**src/rtl/avm_uart_arbiter.sv**
```systemverilog
// avm_uart_arbiter: round-robin, lockable two-master Avalon-MM arbiter for the shared UART slave.
// Define ARB_WATCHDOG_EN to abort slave transfers still stalled after WDT_CYCLES cycles.
module avm_uart_arbiter #(
    parameter int ADDR_W     = 5,
    parameter int DATA_W     = 32,
    parameter int WDT_CYCLES = 1023
) (
    input  logic              avm_clk,
    input  logic              avm_rst,
    input  logic [ADDR_W-1:0] m0_address,
    input  logic              m0_read,
    input  logic              m0_write,
    input  logic [DATA_W-1:0] m0_writedata,
    input  logic              m0_lock,
    output logic [DATA_W-1:0] m0_readdata,
    output logic              m0_waitrequest,
    input  logic [ADDR_W-1:0] m1_address,
    input  logic              m1_read,
    input  logic              m1_write,
    input  logic [DATA_W-1:0] m1_writedata,
    input  logic              m1_lock,
    output logic [DATA_W-1:0] m1_readdata,
    output logic              m1_waitrequest,
    output logic [ADDR_W-1:0] s_address,
    output logic              s_read,
    output logic              s_write,
    output logic [DATA_W-1:0] s_writedata,
    input  logic [DATA_W-1:0] s_readdata,
    input  logic              s_waitrequest,
    output logic [1:0]        arb_grant,
    output logic              arb_timeout
);
    typedef enum logic [1:0] {IDLE, BUSY, DONE} state_t;
    state_t            state;
    logic              owner, last_grant, lock_on, lock_id, timeout;
    logic              req0, req1, gnt_sel, gnt_any, capture;
    logic [DATA_W-1:0] rdata;
    always_comb begin
        req0    = m0_read | m0_write;
        req1    = m1_read | m1_write;
        gnt_sel = lock_on ? lock_id : ((req0 & req1) ? ~last_grant : req1);
        gnt_any = gnt_sel ? req1 : req0;
        capture = s_read | timeout;
        rdata   = timeout ? DATA_W'(32'hDEADBEEF) : s_readdata;
    end
`ifdef ARB_WATCHDOG_EN
    localparam int WDT_W = $clog2(WDT_CYCLES + 1);
    logic [WDT_W-1:0] wdt_cnt;
    always_ff @(posedge avm_clk or posedge avm_rst)
        if (avm_rst) wdt_cnt <= '0;
        else wdt_cnt <= (state == BUSY) ? wdt_cnt + WDT_W'(1) : '0;
    assign timeout = (state == BUSY) && s_waitrequest && (wdt_cnt == WDT_W'(WDT_CYCLES));
`else
    logic unused_wdt;
    assign unused_wdt = WDT_CYCLES != 0;
    assign timeout    = 1'b0;
`endif
    always_ff @(posedge avm_clk or posedge avm_rst) begin
        if (avm_rst) begin
            state          <= IDLE;
            s_address      <= '0;
            s_read         <= 1'b0;
            s_write        <= 1'b0;
            s_writedata    <= '0;
            m0_readdata    <= '0;
            m1_readdata    <= '0;
            m0_waitrequest <= 1'b1;
            m1_waitrequest <= 1'b1;
            arb_grant      <= 2'b00;
            arb_timeout    <= 1'b0;
            owner          <= 1'b0;
            last_grant     <= 1'b1;
            lock_on        <= 1'b0;
            lock_id        <= 1'b0;
        end else begin
            arb_timeout <= timeout;
            case (state)
                IDLE: if (gnt_any) begin
                    owner       <= gnt_sel;
                    arb_grant   <= gnt_sel ? 2'b10 : 2'b01;
                    s_address   <= gnt_sel ? m1_address : m0_address;
                    s_writedata <= gnt_sel ? m1_writedata : m0_writedata;
                    s_read      <= gnt_sel ? m1_read : m0_read;
                    s_write     <= gnt_sel ? (m1_write & ~m1_read) : (m0_write & ~m0_read);
                    state       <= BUSY;
                end
                BUSY: if (!s_waitrequest || timeout) begin
                    if (capture && !owner) m0_readdata <= rdata;
                    if (capture && owner) m1_readdata <= rdata;
                    m0_waitrequest <= owner;
                    m1_waitrequest <= ~owner;
                    s_read         <= 1'b0;
                    s_write        <= 1'b0;
                    state          <= DONE;
                end
                DONE: begin
                    // an aborted transfer never keeps the lock, whatever the master asks
                    m0_waitrequest <= 1'b1;
                    m1_waitrequest <= 1'b1;
                    arb_grant      <= 2'b00;
                    last_grant     <= owner;
                    lock_on        <= ~arb_timeout & (owner ? m1_lock : m0_lock);
                    lock_id        <= owner;
                    state          <= IDLE;
                end
                default: state <= IDLE;
            endcase
        end
    end
endmodule

```
**config.mk**
```make
export PLATFORM = sky130hd
export DESIGN_NAME = avm_uart_arbiter
export DESIGN_NICKNAME = d
export VERILOG_FILES = /design/src/rtl/avm_uart_arbiter.sv
export SDC_FILE = /design/constraint.sdc
export NUM_CORES = 1
export LEC_CHECK = 0
export ABC_AREA = 1
export CAP_MARGIN = 10
export CORE_MARGIN = 4
export CORE_UTILIZATION = 45
export DETAILED_ROUTE_END_ITERATION = 12
export PLACE_DENSITY = 0.85
export SKIP_CTS_REPAIR_TIMING = 1
export SLEW_MARGIN = 30
export SYNTH_ARGS = -nofsm -noshare
export SYNTH_HDL_FRONTEND = slang
export SYNTH_SLANG_ARGS = --single-unit
```
**constraint.sdc**
```tcl
create_clock -name avm_clk -period 9.3 [get_ports avm_clk]
set_input_delay 2.79 -clock avm_clk [delete_from_list [all_inputs] [get_ports avm_clk]]
set_output_delay 2.79 -clock avm_clk [all_outputs]
set_load 0.05 [all_outputs]
```
## After elaboration in Yosys (flattened, before gate mapping)

Index checks and enable logic that the tools add are counted.
W data, S select, Z words.

| storage, ports and cells | value |
|---|---|
| flip-flop bits (word level) | 113 |
| memory bits (read-only) | 0 |
| bits in writable memories | 0 |
| output and inout bits | 108 |
| memories kept | 0 |
| latch bits | 0 |
| logic and storage cells | 65 |

| cells by class | value |
|---|---|
| magnitude comparators | 0 |
| equal/unequal tests | 4 |
| shift-type cells | 0 |
| add/sub/neg operators | 0 |
| multipliers | 0 |
| multiplexer cells | 23 |
| reductions and logical operators | 14 |
| divide/modulo/power cells | 0 |
| bitwise gates (word level) | 10 |

Operators by type and width:

| kind | count |
|---|---|
| $mux W32 | 1 |
| $mux W1 | 11 |
| $reduce_and A3 Y1 | 3 |
| $mux W2 | 4 |
| $pmux W1 S2 | 4 |
| $pmux W2 S2 | 2 |
| $reduce_and A2 Y1 | 4 |
| $reduce_bool A2 Y1 | 3 |
| $mux W5 | 1 |
| $not A1 Y1 | 5 |
| $ne A2 B2 Y1 const B | 2 |
| $and A1 B1 Y1 | 3 |
| $eq A2 B1 Y1 const B | 1 |
| $eq A2 B2 Y1 const B | 1 |
| $logic_and A1 B1 Y1 | 2 |
| $logic_not A2 Y1 | 1 |
| $or A1 B1 Y1 | 2 |
| $logic_not A1 Y1 | 1 |

## Depth between registers and ports, before layout

Gate-level depths: netlist (run 1).

| logic depth | value |
|---|---|
| depth in word-level cells | 7 |
| depth in mapped cells | 10 |

## Least setup slack after synthesis (run 1)

Ideal clock, no wire load.

| path | value |
|---|---|
| path type | input-to-reg |
| start point | input port m1_write |
| end point | register s_writedata[0] |
| arrival time | 3.708 ns |
| slack | 5.474 ns |
| data required time | 9.182 ns |
| stages on the path | 10 |
| library setup time | 0.118 ns |
| cells stage by stage | nor2_1 nor2_1 nand2_1 nand3_1 nand2_2 inv_2 buf_4 buf_2 nand2_1 nand2_1 |

| between the ends | value |
|---|---|
| word-level cells in the longest chain between the ends | 6 |
| elaborated cells between the ends (all ways) | 7 |
| classes of those cells | mux (4); bitwise (2); reduce/logical (1) |

RTL lines:

| item | line | text |
|---|---|---|
| start, declared | 19 | `input logic m1_write,` |
| $or A1 B1 Y1 * | 40 | `req1 = m1_read \| m1_write;` |
| $and A1 B1 Y1 | 41 | `gnt_sel = lock_on ? lock_id : ((req0 & req1) ? ~last_grant : req1);` |
| $mux W1 (2 in a row) | 41 |  |
| $mux W1 | 42 | `gnt_any = gnt_sel ? req1 : req0;` |
| $reduce_and A2 Y1 (no source line) | n/a |  |
| end signal, assigned | 82 | `s_writedata <= gnt_sel ? m1_writedata : m0_writedata;` |
| end, declared | 27 | `output logic [DATA_W-1:0] s_writedata,` |

Every way passes the cells marked *; elsewhere a longest branch is shown, timed or not.
A chain may end at the register's enable or synchronous reset.

## Worst setup path in the final report (run 1)

| path | value |
|---|---|
| start point | input port m1_read |
| end point | register s_writedata[2] |

| between the ends | value |
|---|---|
| word-level cells in the longest chain between the ends | 6 |
| elaborated cells between the ends (all ways) | 7 |
| classes of those cells | mux (4); bitwise (2); reduce/logical (1) |

RTL lines:

| item | line | text |
|---|---|---|
| start, declared | 18 | `input logic m1_read,` |
| $or A1 B1 Y1 * | 40 |  |
| $and A1 B1 Y1 | 41 |  |
| $mux W1 (2 in a row) | 41 |  |
| $mux W1 | 42 |  |
| $reduce_and A2 Y1 (no source line) | n/a |  |

Marks and branches as above.

==> results.md, run 1 <==
| Metric | Reported |
|---|---|
| Area growth syn-to-layout | 53.8% |
| Setup_tns | 0 ns |
| Area of all placed cells without fillers | 0.00773 mm^2 |
| Number of clock sinks | 113 |
| Number of placed I/O pins | 223 |
| Die ar. | 0.0129 mm^2 |
| Path category of the worst min-delay check | register to register |
| Portion of the post-synthesis area used by sequential elements | 0.563 |
| DRT antenna net count | 0 |
| FF-to-FF setup slack | 6.52 ns |
| Via-per-instance ratio | 4.94 |
| Hold violation count in the final report | 0 |
| Proportion of layout cells with a drive suffix above 1 | 0.0859 |
| FILL cells | 832 |
| Post-synthesis async set-or-reset flop share | 1.00 |
| Insertion delay of the later-clocked pin in the worst-skew pair | 0.50 ns |
| Number of distinct library cells after synthesis | 25 |
| Source of the worst hold timing path | s_writedata[4]$_DFFE_PP0P_ |
| Routed wire length | 14500 um |
| Ys flop type | sky130_fd_sc_hd__dfrtp_1 |
| Critical path fanouts, max | 45 |
| Number of flops mapped to enable cells by yosys | 0 |
| Register area | 0.00283 mm^2 |
| Setup clock skew after layout | 0.0115 ns |
| Number of pins with negative max-slew slack in the final report | 0 |
| Antenna violations before repair | 0 |
| Worst path most repeated cell | sky130_fd_sc_hd__nand2_1 |
| Final weighted congestion in routability-driven placement | 0.897 |
| Largest net degree at the start of global routing | 65 |
| Share of the clock period used by the worst path after layout | 0.513 |
| Critical R2R Launch | lock_on$_DFFE_PP0P_ |
| Fin nets | 917 |
| Number of vias in the routed layout | 4722 |
| DRC violation total after the first TritonRoute iteration | 269 |
| Gr usage total | 0.231 |
| Cells along the critical path | clkdlybuf4s50_1, nor2_1, a31oi_1, nand2_2, inv_2, nand2_1, nand2_1 |
| Via count of the first global-routing pass | 4847 |
| Fin crit period | 4.77 ns |
| Setup repair after global routing missed its margin | no |
| Endpoint of the worst hold path | s_writedata[4]$_DFFE_PP0P_ |
| Worst R2R End | s_writedata[2]$_DFFE_PP0P_ |
| Count of state elements after synthesis | 113 |
| Final antenna diode count | 0 |
| Synth Net Count | 709 |
| Static Leakage | 0.00377 uW |
| Global route overflow | 0 |
| Normalized max-slew margin | 0.425 |
| Arrival time reported for the critical path endpoint | 5.20 ns |
| Worst hold stages | 2 |
| Worst slew pin tran | 0.860 ns |
| Final setup violating endpoints | 0 |
| CTS tree | yes |
| Core area | 0.0109 mm^2 |
| Clock slew at reported path FFs | 0.05 ns |
| Peak supply drop | 221 uV |
| Pwr dens | 432 mW/mm^2 |
| Row Count | 38 |
| Starting Density | 0.462 |
| Max stage delay on crit path | 0.74 ns |
| Synthesized instance count | 594 |
| Multi-input combinational cell area | 0.00180 mm^2 |
| Required time at the endpoint of the critical path | 9.73 ns |
| Type of element launching the critical path | input pin |
| Clock root buffer master | sky130_fd_sc_hd__clkbuf_8 |
| Number of remaining DRC errors | 0 |
| TritonRoute pass-1 iters | 5 |
| Wire length of the first global-routing pass | 23800 um |
| Post-DP HPWL | 10300 um |
| Worst setup EP type | register |
| Htree depth | 4 |
| Warning count from the yosys run | 0 |
| Mapped cell area | 0.00503 mm^2 |
| WL/cell | 15.2 um |
| CTS Buffer Depth | 2 |
| Chip width | 114 um |
| Depth of the worst register-to-register path | 6 |
| Slowest stage cell, crit path | sky130_fd_sc_hd__inv_2 |
| Status | finished, final reports clean |
| Worst setup path category | input pin to register |
| Number of buffers created by CTS | 17 |
| Top achievable clock speed | 210 MHz |
| Reported max-cap violation count | 0 |
| Placed inst area | 0.00720 mm^2 |
| Synthesized area per cell | 8.46 um^2 |
| Floorplan die height | 114 um |
| Number of input and output port buffers inserted | 221 |
cells by family (layout without fill, tap and decap cells):
family	Yosys count	count (layout)	synth area share
other cells	1	1	0.000746
buf+inv	76	297	0.0792
compound gates	74	74	0.0919
flops	113	113	0.563
simple gates	330	330	0.265
area by class of cell:
cell class              instances  share of cell area
inverters                      42              0.0214
flip-flops and latches        113               0.366
clock inverters                12              0.0112
clock buffers                  20              0.0576
well taps                     140              0.0227
repair buffers                223               0.288
multi-input cells             405               0.233
cell usage in the layout (no fill, tap or decap), drive strengths merged:
| master | count |
|---|---|
| buf | 2 |
| or2 | 1 |
| dfstp | 3 |
| nand2 | 273 |
| conb | 1 |
| clkinv | 6 |
| inv | 42 |
| a21oi | 2 |
| dfrtp | 110 |
| o21ai | 71 |
| nand3 | 44 |
| nor3 | 1 |
| clkbuf | 20 |
| nor2 | 10 |
| clkinvlp | 6 |
| nand3b | 1 |
| a31oi | 1 |
| clkdlybuf4s50 | 221 |
registers in the layout, summed over array words and instances, names as in the netlist, 2 cells and up:
signal / count
s_address: 5
s_writedata: 32
m1_readdata: 32
arb_grant: 2
m0_readdata: 32
state: 2
critical path: cells and delay by family:
kind	cells	cell delay, ns
buffers and inverters	2	1.25
and+or+nand+nor	4	0.88
AOI/OAI and AO/OA	1	0.27
where the power goes:
part / internal (uW) / switching (uW) / leakage (uW) / total, uW
Clock: 340 / 223 / 0.000245 / 563
Sequential: 732 / 141 / 0.00142 / 873
Combinational: 596 / 1310 / 0.00211 / 1900
routing by layer:
| layer | GRT usage | vias to the layer above | share of wire |
|---|---|---|---|
| met2 | 0.391 | 191 | 0.52 |
| met3 | 0.0631 | 33 | 0.070 |
| met1 | 0.274 | 2224 | 0.38 |
| met5 | 0 | - | 0 |
| li1 | - | 2274 | - |
| met4 | 0.107 | 0 | 0.033 |
worst max-delay path by stage:
stage                                 endpoint    start  cells past startpoint
floorplan             arb_grant[0]$_DFFE_PP0P_  avm_rst                      1
global placement           s_write$_DFFE_PP0P_  m1_read                     10
detailed placement           owner$_DFFE_PP0P_  m1_read                      6
CTS                          owner$_DFFE_PP0P_  m1_read                      6
global route                 owner$_DFFE_PP0P_  m1_read                      6
finish              s_writedata[2]$_DFFE_PP0P_  m1_read                      7
synth_stat cells, types with 4 or more instances:
| library cell | number | area share |
|---|---|---|
| sky130_fd_sc_hd__o21ai_2 | 24 | 0.042 |
| sky130_fd_sc_hd__buf_4 | 4 | 0.0060 |
| sky130_fd_sc_hd__nand2_1 | 272 | 0.20 |
| sky130_fd_sc_hd__inv_1 | 39 | 0.029 |
| sky130_fd_sc_hd__clkbuf_1 | 8 | 0.0060 |
| sky130_fd_sc_hd__o21ai_0 | 7 | 0.0070 |
| sky130_fd_sc_hd__dfrtp_1 | 110 | 0.55 |
| sky130_fd_sc_hd__nand3_1 | 42 | 0.042 |
| sky130_fd_sc_hd__buf_2 | 8 | 0.0080 |
| sky130_fd_sc_hd__nor2_1 | 9 | 0.0067 |
| sky130_fd_sc_hd__o21ai_1 | 40 | 0.040 |
| sky130_fd_sc_hd__buf_6 | 11 | 0.025 |
through the flow:
step	cells	hold WS (ns)	utilization	power [uW]	worst slack, ns
floorplan	594	0.442	-	2150	3.53
global placement	923	0.463	0.661	2740	4.02
detailed placement	923	0.465	0.661	2780	4.00
CTS	955	0.480	0.710	3370	4.54
global route	955	0.496	0.710	3530	4.31
finish	955	0.477	0.710	3340	4.53
Power figures use the tool's default switching activity.
==> inputs of run 2 (changes only) <==
Settings changed: CORE_UTILIZATION 45 to 42, PLACE_DENSITY 0.85 to 0.8.
Clock period 9.3 ns to 4.4 ns, I/O delays scaled along.
==> run 2 against run 1 <==
Compared with the run above:
- clock skew fell by 0.0035 ns
- design area is 1.7% higher
- register-to-register slack lost 4.3 ns
- largest cell class unchanged
- flip-flop and latch count is the same
- critical endpoint is now m0_waitrequest
- die area increased by 6.6%
- total power up 120%
- critical path depth down 6
- highest routed layer unchanged
==> results.md, run 2 (synthesis results as in run 1) <==
| Metric | Reported |
|---|---|
| Status | finished, final reports clean |
| Worst R2R End | m1_readdata[7]$_DFFE_PP0P_ |
| Setup clock skew after layout | 0.00802 ns |
| Wire length of the first global-routing pass | 23900 um |
| Source of the worst hold timing path | s_writedata[3]$_DFFE_PP0P_ |
| Required time at the endpoint of the critical path | 3.08 ns |
| Setup repair after global routing missed its margin | no |
| Final weighted congestion in routability-driven placement | 0.911 |
| TritonRoute pass-1 iters | 5 |
| Arrival time reported for the critical path endpoint | 1.77 ns |
| Critical path depth | 1 |
| Clock root buffer master | sky130_fd_sc_hd__clkbuf_16 |
| Clock slew at reported path FFs | 0.05 ns |
| Final setup violating endpoints | 0 |
| Regs by FF count | m0_readdata x32, m1_readdata x32, s_writedata x32 |
| Number of vias in the routed layout | 4635 |
| Hold violation count in the final report | 0 |
| WL/cell | 15.1 um |
| Worst setup EP type | primary output |
| Utilization after layout | 0.680 |
| Number of remaining DRC errors | 0 |
| Starting Density | 0.435 |
| Number of placed I/O pins | 223 |
| Insertion delay of the later-clocked pin in the worst-skew pair | 0.40 ns |
| Htree depth | 4 |
| Pwr dens | 928 mW/mm^2 |
| Slowest stage cell, crit path | sky130_fd_sc_hd__clkdlybuf4s50_1 |
| Antenna violations before repair | 0 |
| Number of clock sinks | 113 |
| Commonest non-fill, non-tap cells in the layout | sky130_fd_sc_hd__nand2_1, sky130_fd_sc_hd__clkdlybuf4s50_1, sky130_fd_sc_hd__dfrtp_1 |
| Reported max-cap violation count | 0 |
| Cells along the critical path | clkdlybuf4s50_1 |
| Proportion of layout cells with a drive suffix above 1 | 0.0868 |
| Type of element launching the critical path | register |
| Static Leakage | 0.00386 uW |
| Endpoint of the worst hold path | s_writedata[3]$_DFFE_PP0P_ |
| Share of the clock period used by the worst path after layout | 0.702 |
| Via-per-instance ratio | 4.82 |
| DRT antenna net count | 0 |
| Max stage delay on crit path | 0.84 ns |
| Worst hold stages | 2 |
| Floorplan die height | 117 um |
| Worst slew pin tran | 0.806 ns |
| Largest delay contributor family on the critical path | buffers and inverters |
| Core area | 0.0116 mm^2 |
| DRC violation total after the first TritonRoute iteration | 320 |
| Final antenna diode count | 0 |
| Via count of the first global-routing pass | 4789 |
| Area growth syn-to-layout | 56.4% |
| CTS tree | yes |
| Count of buffering cells on the critical path with inverters included | 1 |
| Setup_tns | 0 ns |
| Post-DP HPWL | 10500 um |
| Global route overflow | 0 |
| Number of pins with negative max-slew slack in the final report | 0 |
| Worst setup path category | register to primary output |
| Largest net degree at the start of global routing | 65 |
| CTS Buffer Depth | 2 |
| Die ar. | 0.0138 mm^2 |
| Gr usage total | 0.213 |
| Fin crit period | 3.09 ns |
| Critical path fanouts, max | 2 |
| Number of input and output port buffers inserted | 221 |
| Chip width | 117 um |
| Peak supply drop | 487 uV |
| Normalized max-slew margin | 0.462 |
| Routed wire length | 14600 um |
| Depth of the worst register-to-register path | 7 |
| Path category of the worst min-delay check | register to register |
| FF-to-FF setup slack | 2.27 ns |
| Most frequent standard cell in the layout excluding fill and tap cells | sky130_fd_sc_hd__nand2_1 |
| Fin nets | 920 |
| Critical R2R Launch | state[1]$_DFFE_PP0P_ |
| Number of buffers created by CTS | 17 |
| Top achievable clock speed | 324 MHz |
| Row Count | 39 |
-- run 2: area by class of cell --
class | instances | area [um^2]
Fill cell | 914 | 3700
Multi-Input combinational cell | 405 | 1800
Sequential cell | 113 | 2830
Tap cell | 143 | 179
Timing Repair Buffer | 226 | 2270
Clock inverter | 10 | 131
Inverter | 42 | 165
Clock buffer | 22 | 484
-- run 2: power by group --
part	switching [uW]	total (uW)	internal, uW
sequential	297	1850	1550
clock	448	1390	945
combinational	2770	4060	1290
-- run 2: how the worst max path moves through the flow --
| stage | end | slack [ns] | startpoint |
|---|---|---|---|
| 2_1_floorplan | arb_grant[0]$_DFFE_PP0P_ | 0.1 | avm_rst |
| 3_3_place_gp | m1_readdata[20]$_DFFE_PP0P_ | 1.17 | s_waitrequest |
| 3_5_place_dp | m1_readdata[8]$_DFFE_PP0P_ | 1.10 | s_waitrequest |
| 4_1_cts | s_read | 1.28 | s_read$_DFFE_PP0P_ |
| 5_1_grt | s_read | 1.26 | s_read$_DFFE_PP0P_ |
| 6_report | m0_waitrequest | 1.31 | m0_waitrequest$_DFFE_PP1P_ |
-- run 2: metal layers --
metal	up-vias	share of wire	GRT usage
met5	-	0	0
met4	0	0.022	0.0755
met3	23	0.058	0.0640
met2	162	0.53	0.381
met1	2177	0.39	0.242
li1	2273	-	-
-- run 2: metrics by stage --
stage	hold WS, ns	std cells	power (uW)	worst slack, ns	instance area, um^2
global placement	0.464	929	5830	1.17	7250
finish	0.476	961	7300	1.31	7860
CTS	0.479	961	7370	1.28	7860
floorplan	0.442	594	4540	0.0976	5030
global route	0.498	961	7710	1.26	7860
detailed placement	0.467	929	5930	1.10	7250
-- run 2: worst register-to-register path: stages, from the launching register on --
cell and delay, ns:
sky130_fd_sc_hd__dfrtp_1 0.39, sky130_fd_sc_hd__nor2_2 0.15, sky130_fd_sc_hd__inv_2 0.05, sky130_fd_sc_hd__or2_1 0.30, sky130_fd_sc_hd__clkinv_4 0.11, sky130_fd_sc_hd__nand3_4 0.58
sky130_fd_sc_hd__nand2_1 0.34, sky130_fd_sc_hd__o21ai_2 0.08
==> inputs of run 3 (changes only) <==
Clock period 4.4 ns to 3 ns, I/O delays scaled along.
==> run 3 against run 2 <==
Compared with the run above:
- total power up 44%
- clock-buffer cell count down 5
- flip-flop and latch count unchanged
- largest cell class unchanged
- highest routed layer unchanged
==> results.md, run 3 (synthesis results as in run 1) <==
| Metric | Reported |
|---|---|
| Status | finished, final reports clean |
| Number of cells after detailed placement | 935 |
| Path category of the worst min-delay check | register to register |
| Core area | 0.0116 mm^2 |
| DRT antenna net count | 0 |
| Number of buffers created by CTS | 17 |
| Via-per-instance ratio | 4.84 |
| Area of all placed cells without fillers | 0.00786 mm^2 |
| Static Leakage | 0.00384 uW |
| Setup_tns | 0 ns |
| Htree depth | 4 |
| CTS tree | yes |
| Routed wire length | 14400 um |
| Gr usage total | 0.211 |
| Clock slew at reported path FFs | 0.06 ns |
| Via count of the first global-routing pass | 4870 |
| Proportion of layout cells with a drive suffix above 1 | 0.0936 |
| Arrival time reported for the critical path endpoint | 1.77 ns |
| Top achievable clock speed | 375 MHz |
| Setup clock skew after layout | 0.0102 ns |
| Pwr dens | 1340 mW/mm^2 |
| Commonest non-fill, non-tap cells in the layout | sky130_fd_sc_hd__nand2_1, sky130_fd_sc_hd__clkdlybuf4s50_1, sky130_fd_sc_hd__dfrtp_1 |
| Most frequent standard cell in the layout excluding fill and tap cells | sky130_fd_sc_hd__nand2_1 |
| Utilization after layout | 0.680 |
| Number of vias in the routed layout | 4675 |
| Fin crit period | 2.67 ns |
| DRC violation total after the first TritonRoute iteration | 330 |
| CTS Buffer Depth | 2 |
| Critical path fanouts, max | 4 |
| Number of pins with negative max-slew slack in the final report | 0 |
| Type of element launching the critical path | register |
| Required time at the endpoint of the critical path | 2.10 ns |
| Starting Density | 0.435 |
| Worst setup EP type | primary output |
| Floorplan die height | 117 um |
| Peak supply drop | 648 uV |
| Antenna violations before repair | 0 |
| TritonRoute pass-1 iters | 4 |
| Post-DP HPWL | 10600 um |
| Slowest stage cell, crit path | sky130_fd_sc_hd__clkdlybuf4s50_1 |
| Wire length of the first global-routing pass | 24000 um |
| Depth of the worst register-to-register path | 9 |
| Count of buffering cells on the critical path with inverters included | 1 |
| WL/cell | 14.9 um |
| Fin nets | 926 |
| Normalized max-slew margin | 0.610 |
| Critical path depth | 1 |
| Finished Layout Cells | 966 |
| Regs by FF count | m0_readdata x32, m1_readdata x32, s_writedata x32 |
| Hold violation count in the final report | 0 |
| Largest delay contributor family on the critical path | buffers and inverters |
| Placed inst area | 0.00732 mm^2 |
| Cells along the critical path | clkdlybuf4s50_1 |
| Worst setup path category | register to primary output |
| Worst slew pin tran | 0.583 ns |
| Largest net degree at the start of global routing | 114 |
| Overall power | 10500 uW |
| Number of placed I/O pins | 223 |
| Max stage delay on crit path | 0.88 ns |
| Final antenna diode count | 0 |
| Number of clock sinks | 113 |
| Global route overflow | 0 |
| Number of remaining DRC errors | 0 |
| Die ar. | 0.0138 mm^2 |
| Chip width | 117 um |
| Insertion delay of the later-clocked pin in the worst-skew pair | 0.39 ns |
| Number of input and output port buffers inserted | 221 |
| Final setup violating endpoints | 0 |
| Row Count | 39 |
| Area growth syn-to-layout | 56.4% |
| Reported max-cap violation count | 0 |
| Worst hold stages | 2 |
| Share of the clock period used by the worst path after layout | 0.889 |
| Clock root buffer master | sky130_fd_sc_hd__clkbuf_16 |
| Final weighted congestion in routability-driven placement | 0.900 |
| Setup repair after global routing missed its margin | no |
| FILL cells | 954 |
[run 3: changes by cell type in the layout (fill, tap and decap cells not counted)]
cell	delta
sky130_fd_sc_hd__clkinvlp_4	+5
sky130_fd_sc_hd__inv_6	+1
sky130_fd_sc_hd__buf_4	+4
sky130_fd_sc_hd__buf_12	+2
sky130_fd_sc_hd__bufinv_16	-2
sky130_fd_sc_hd__clkbuf_1	-1
sky130_fd_sc_hd__clkbuf_8	-4
sky130_fd_sc_hd__inv_4	-1
sky130_fd_sc_hd__clkinv_4	+1
[run 3: power by group]
part / leakage [uW] / total, uW / internal, uW / switching [uW]
logic: 0.00217 / 5990 / 1930 / 4060
registers: 0.00142 / 2690 / 2270 / 419
clock network: 0.000257 / 1830 / 1130 / 698
total: 0.00384 / 10500 / 5320 / 5180
[run 3: routing by layer]
metal  global-route usage  vias to the layer above  share of wire
li1                     -                     2297              -
met1                0.248                     2204           0.40
met2                0.373                      156           0.53
met3               0.0500                       18          0.048
met4               0.0843                        0          0.025
met5                    0                        -              0
[run 3: worst register-to-register path, delay by kind of cell (launching register included)]
kind / cells / cell delay [ns]
buffers and inverters: 2 / 0.63
and+or+nand+nor: 7 / 0.83
DFF: 1 / 0.41
[run 3: area by class of cell]
class                      count  area (um^2)  share of cell area
sequential                   113         2830               0.360
timing repair buffer         232         2340               0.298
clock inverter                14          119              0.0151
clock buffer                  17          425              0.0541
multi-input combinational    405         1800               0.229
tap                          143          179              0.0228
inverter                      42          166              0.0212
[run 3: metrics by stage]
step / setup slack [ns] / hold WS [ns]
3_5_place_dp: 0.365 / 0.469
2_1_floorplan: 0.731 / 0.442
3_3_place_gp: 0.429 / 0.462
4_1_cts: 0.321 / 0.484
5_1_grt: 0.288 / 0.498
6_report: 0.334 / 0.475
[run 3: path summary, 6_finish.rpt]
path	start	endpoint	slack, ns
setup / recovery	s_read$_DFFE_PP0P_	s_read	0.33
hold / removal	s_writedata[29]$_DFFE_PP0P_	s_writedata[29]$_DFFE_PP0P_	0.48
setup reg to reg	lock_on$_DFFE_PP0P_	s_write$_DFFE_PP0P_	1.08
hold reg to reg	s_writedata[29]$_DFFE_PP0P_	s_writedata[29]$_DFFE_PP0P_	0.48
max in group asynchronous	avm_rst	s_writedata[27]$_DFFE_PP0P_	1.53
min in group asynchronous	avm_rst	m1_readdata[25]$_DFFE_PP0P_	1.03
==> RTL edit: new RTL, flow settings as in run 2 <==
The 3 states of `state_t` get a one-hot encoding in 3 bits.
--- a/src/rtl/avm_uart_arbiter.sv
+++ b/src/rtl/avm_uart_arbiter.sv
@@ -31,5 +31,5 @@
     output logic              arb_timeout
 );
-    typedef enum logic [1:0] {IDLE, BUSY, DONE} state_t;
+    typedef enum logic [2:0] {IDLE = 3'b001, BUSY = 3'b010, DONE = 3'b100} state_t;
     state_t            state;
     logic              owner, last_grant, lock_on, lock_id, timeout;
Formal check against the unedited RTL: same outputs for any inputs over 10 cycles, from zero or initial values and one cycle with avm_rst high; not proved beyond that.
==> RTL edit against run 2 <==
- total power is 9.4% lower
- clock skew is 3.0 ps higher
- design area is 1.6% higher
- wire length is 1.7% lower
- area after synthesis is 3.2% higher
- worst setup slack better by 21 ps
- synthesized cell count is 0.17% lower
- sequential cell count is 1 higher
- combinational power is 15% lower
- critical path type unchanged
==> RTL edit: results (changes against run 2) <==
Placed Instances 957 (+3.0%); number of distinct library cells after synthesis 23 (-8.0%); Worst R2R Path Depth 6 (-1); maximum number of pins on one net before global-route repair 65 (unchanged); yosys synthesis warning count 0 (unchanged); worst clock skew on the final layout 11.0 ps (+3.00 ps); number of I/O port buffers 221 (unchanged); number of antenna violations at the first check in global routing 0 (unchanged); ratio of cells with drive above 1 in the final layout 0.0999 (+0.0131); global-route met3 utilization 0.0584 (-0.00560); Max-slew headroom 0.444 (-0.0185); leading cell types by count after synthesis nand2_1, dfrtp_1, inv_1, nor2_1, a21oi_1; Leak Pwr 3.89 nW (+0.94%); non-filler instance count after layout 989 (+2.9%); dpl hpwl 10.5 mm (-0.53%); total number of vias 4663 (+0.60%); share of the yosys chip area belonging to registers 0.551 (-0.0122); reg-to-reg critical path startpoint state[0]; latest clock arrival within the worst-skew pair 400 ps (about the same); clk slew on worst S/H paths 50 ps (about the same); worst setup path start m0_waitrequest; routed length per placed instance 14.5 um (-4.5%); Setup crit end m0_waitrequest; via count of the first global-routing pass 4851 (+1.3%); family of cells with the greatest summed delay on the critical path buffers and inverters; placer's final routability congestion estimate 0.817 (-10%); floorplan row count 40 (+2.6%); maximum number of buffers from clock root to sink 2 (unchanged); Total Routing Usage GR 0.207 (-0.00585); Clock Tree Root clkbuf_16; worst reg2reg endpoint s_writedata[18]; type of the worst min-delay path reg -> reg; worst-path cell with the longest stage delay clkdlybuf4s50_1; r2r setup slk 2170 ps (-100 ps); Worst path max stage delay 800 ps (-40 ps); top cells by area in the synthesized netlist dfrtp_1, nand2_1, o21ai_2; worst IR drop on VDD 0.000419 V (-14%); arrival time of data at the critical path endpoint 1750 ps (-20 ps); Syn Nets 708 (-0.14%); number of instances in the synthesized netlist 593 (-0.17%); total number of H-tree levels 4 (unchanged); global-route met2 utilization 0.374 (-0.00742); antenna fix cells 0 (unchanged); global-route track usage on met1 0.226 (-0.0166); status finished, final reports clean; router iterations before antenna repair 6 (+1); first-iteration detailed-routing DRC count 309 (-3.4%); count of flip-flops with a built-in enable after synthesis 0 (unchanged); number of nets in the finished design 923 (+0.33%); global-route wire length before repair 23.5 mm (-1.5%); Primary FF master, synth dfrtp_1; proportion of synthesized flip-flops having asynchronous set or reset 1.00 (unchanged)
RTL edit: area by class of cell:
cell class / instances / area [sq um]
clock inverter: 8 / 124
multi-input combinational: 371 / 1740
inverter: 79 / 299
fill: 965 / 4070
clock buffer: 24 / 502
sequential: 114 / 2860
tap: 168 / 210
timing repair buffer: 225 / 2250
RTL edit: logic make-up after synthesis:
group / after synthesis / share of synthesized area
AND/OR/NAND/NOR: 262 / 0.206
buffers and inverters: 108 / 0.112
other: 1 / 0.000723
AO/OA/AOI/OAI: 108 / 0.130
flip-flops: 114 / 0.551
RTL edit: per-layer routing:
metal,wire length (um),part of all wire
met4,465,0.033
met5,0,0
met2,7760,0.54
met1,5310,0.37
met3,769,0.054
RTL edit: metrics by stage:
stage	instance area [sq um]	setup slack (ps)	hold slack [ps]	util	total power [W]
after CTS	7990	1310	480	0.663	0.00667
after global placement	7370	1090	464	0.611	0.00512
after floorplan	5180	70.9	446	-	0.00415
after global routing	7990	1120	502	0.663	0.00699
final	7990	1330	475	0.663	0.00661
after detailed placement	7370	981	469	0.611	0.00522
RTL edit: power breakdown:
part	switching (W)	total, W	internal [W]
Clock	0.000459	0.00142	0.000965
Sequential	0.000238	0.00171	0.00147
Combinational	0.00236	0.00347	0.00111
RTL edit: how the worst min path moves through the flow:
| stage | cells after the start | startpoint | slack, ps | endpoint |
|---|---|---|---|---|
| 3_3_place_gp | 2 | s_write | 460 | s_write |
| 2_1_floorplan | 2 | last_grant | 450 | last_grant |
| 5_1_grt | 2 | m0_readdata[8] | 500 | m0_readdata[8] |
| 4_1_cts | 2 | last_grant | 480 | last_grant |
| 3_5_place_dp | 2 | last_grant | 470 | last_grant |
| 6_report | 2 | last_grant | 480 | last_grant |
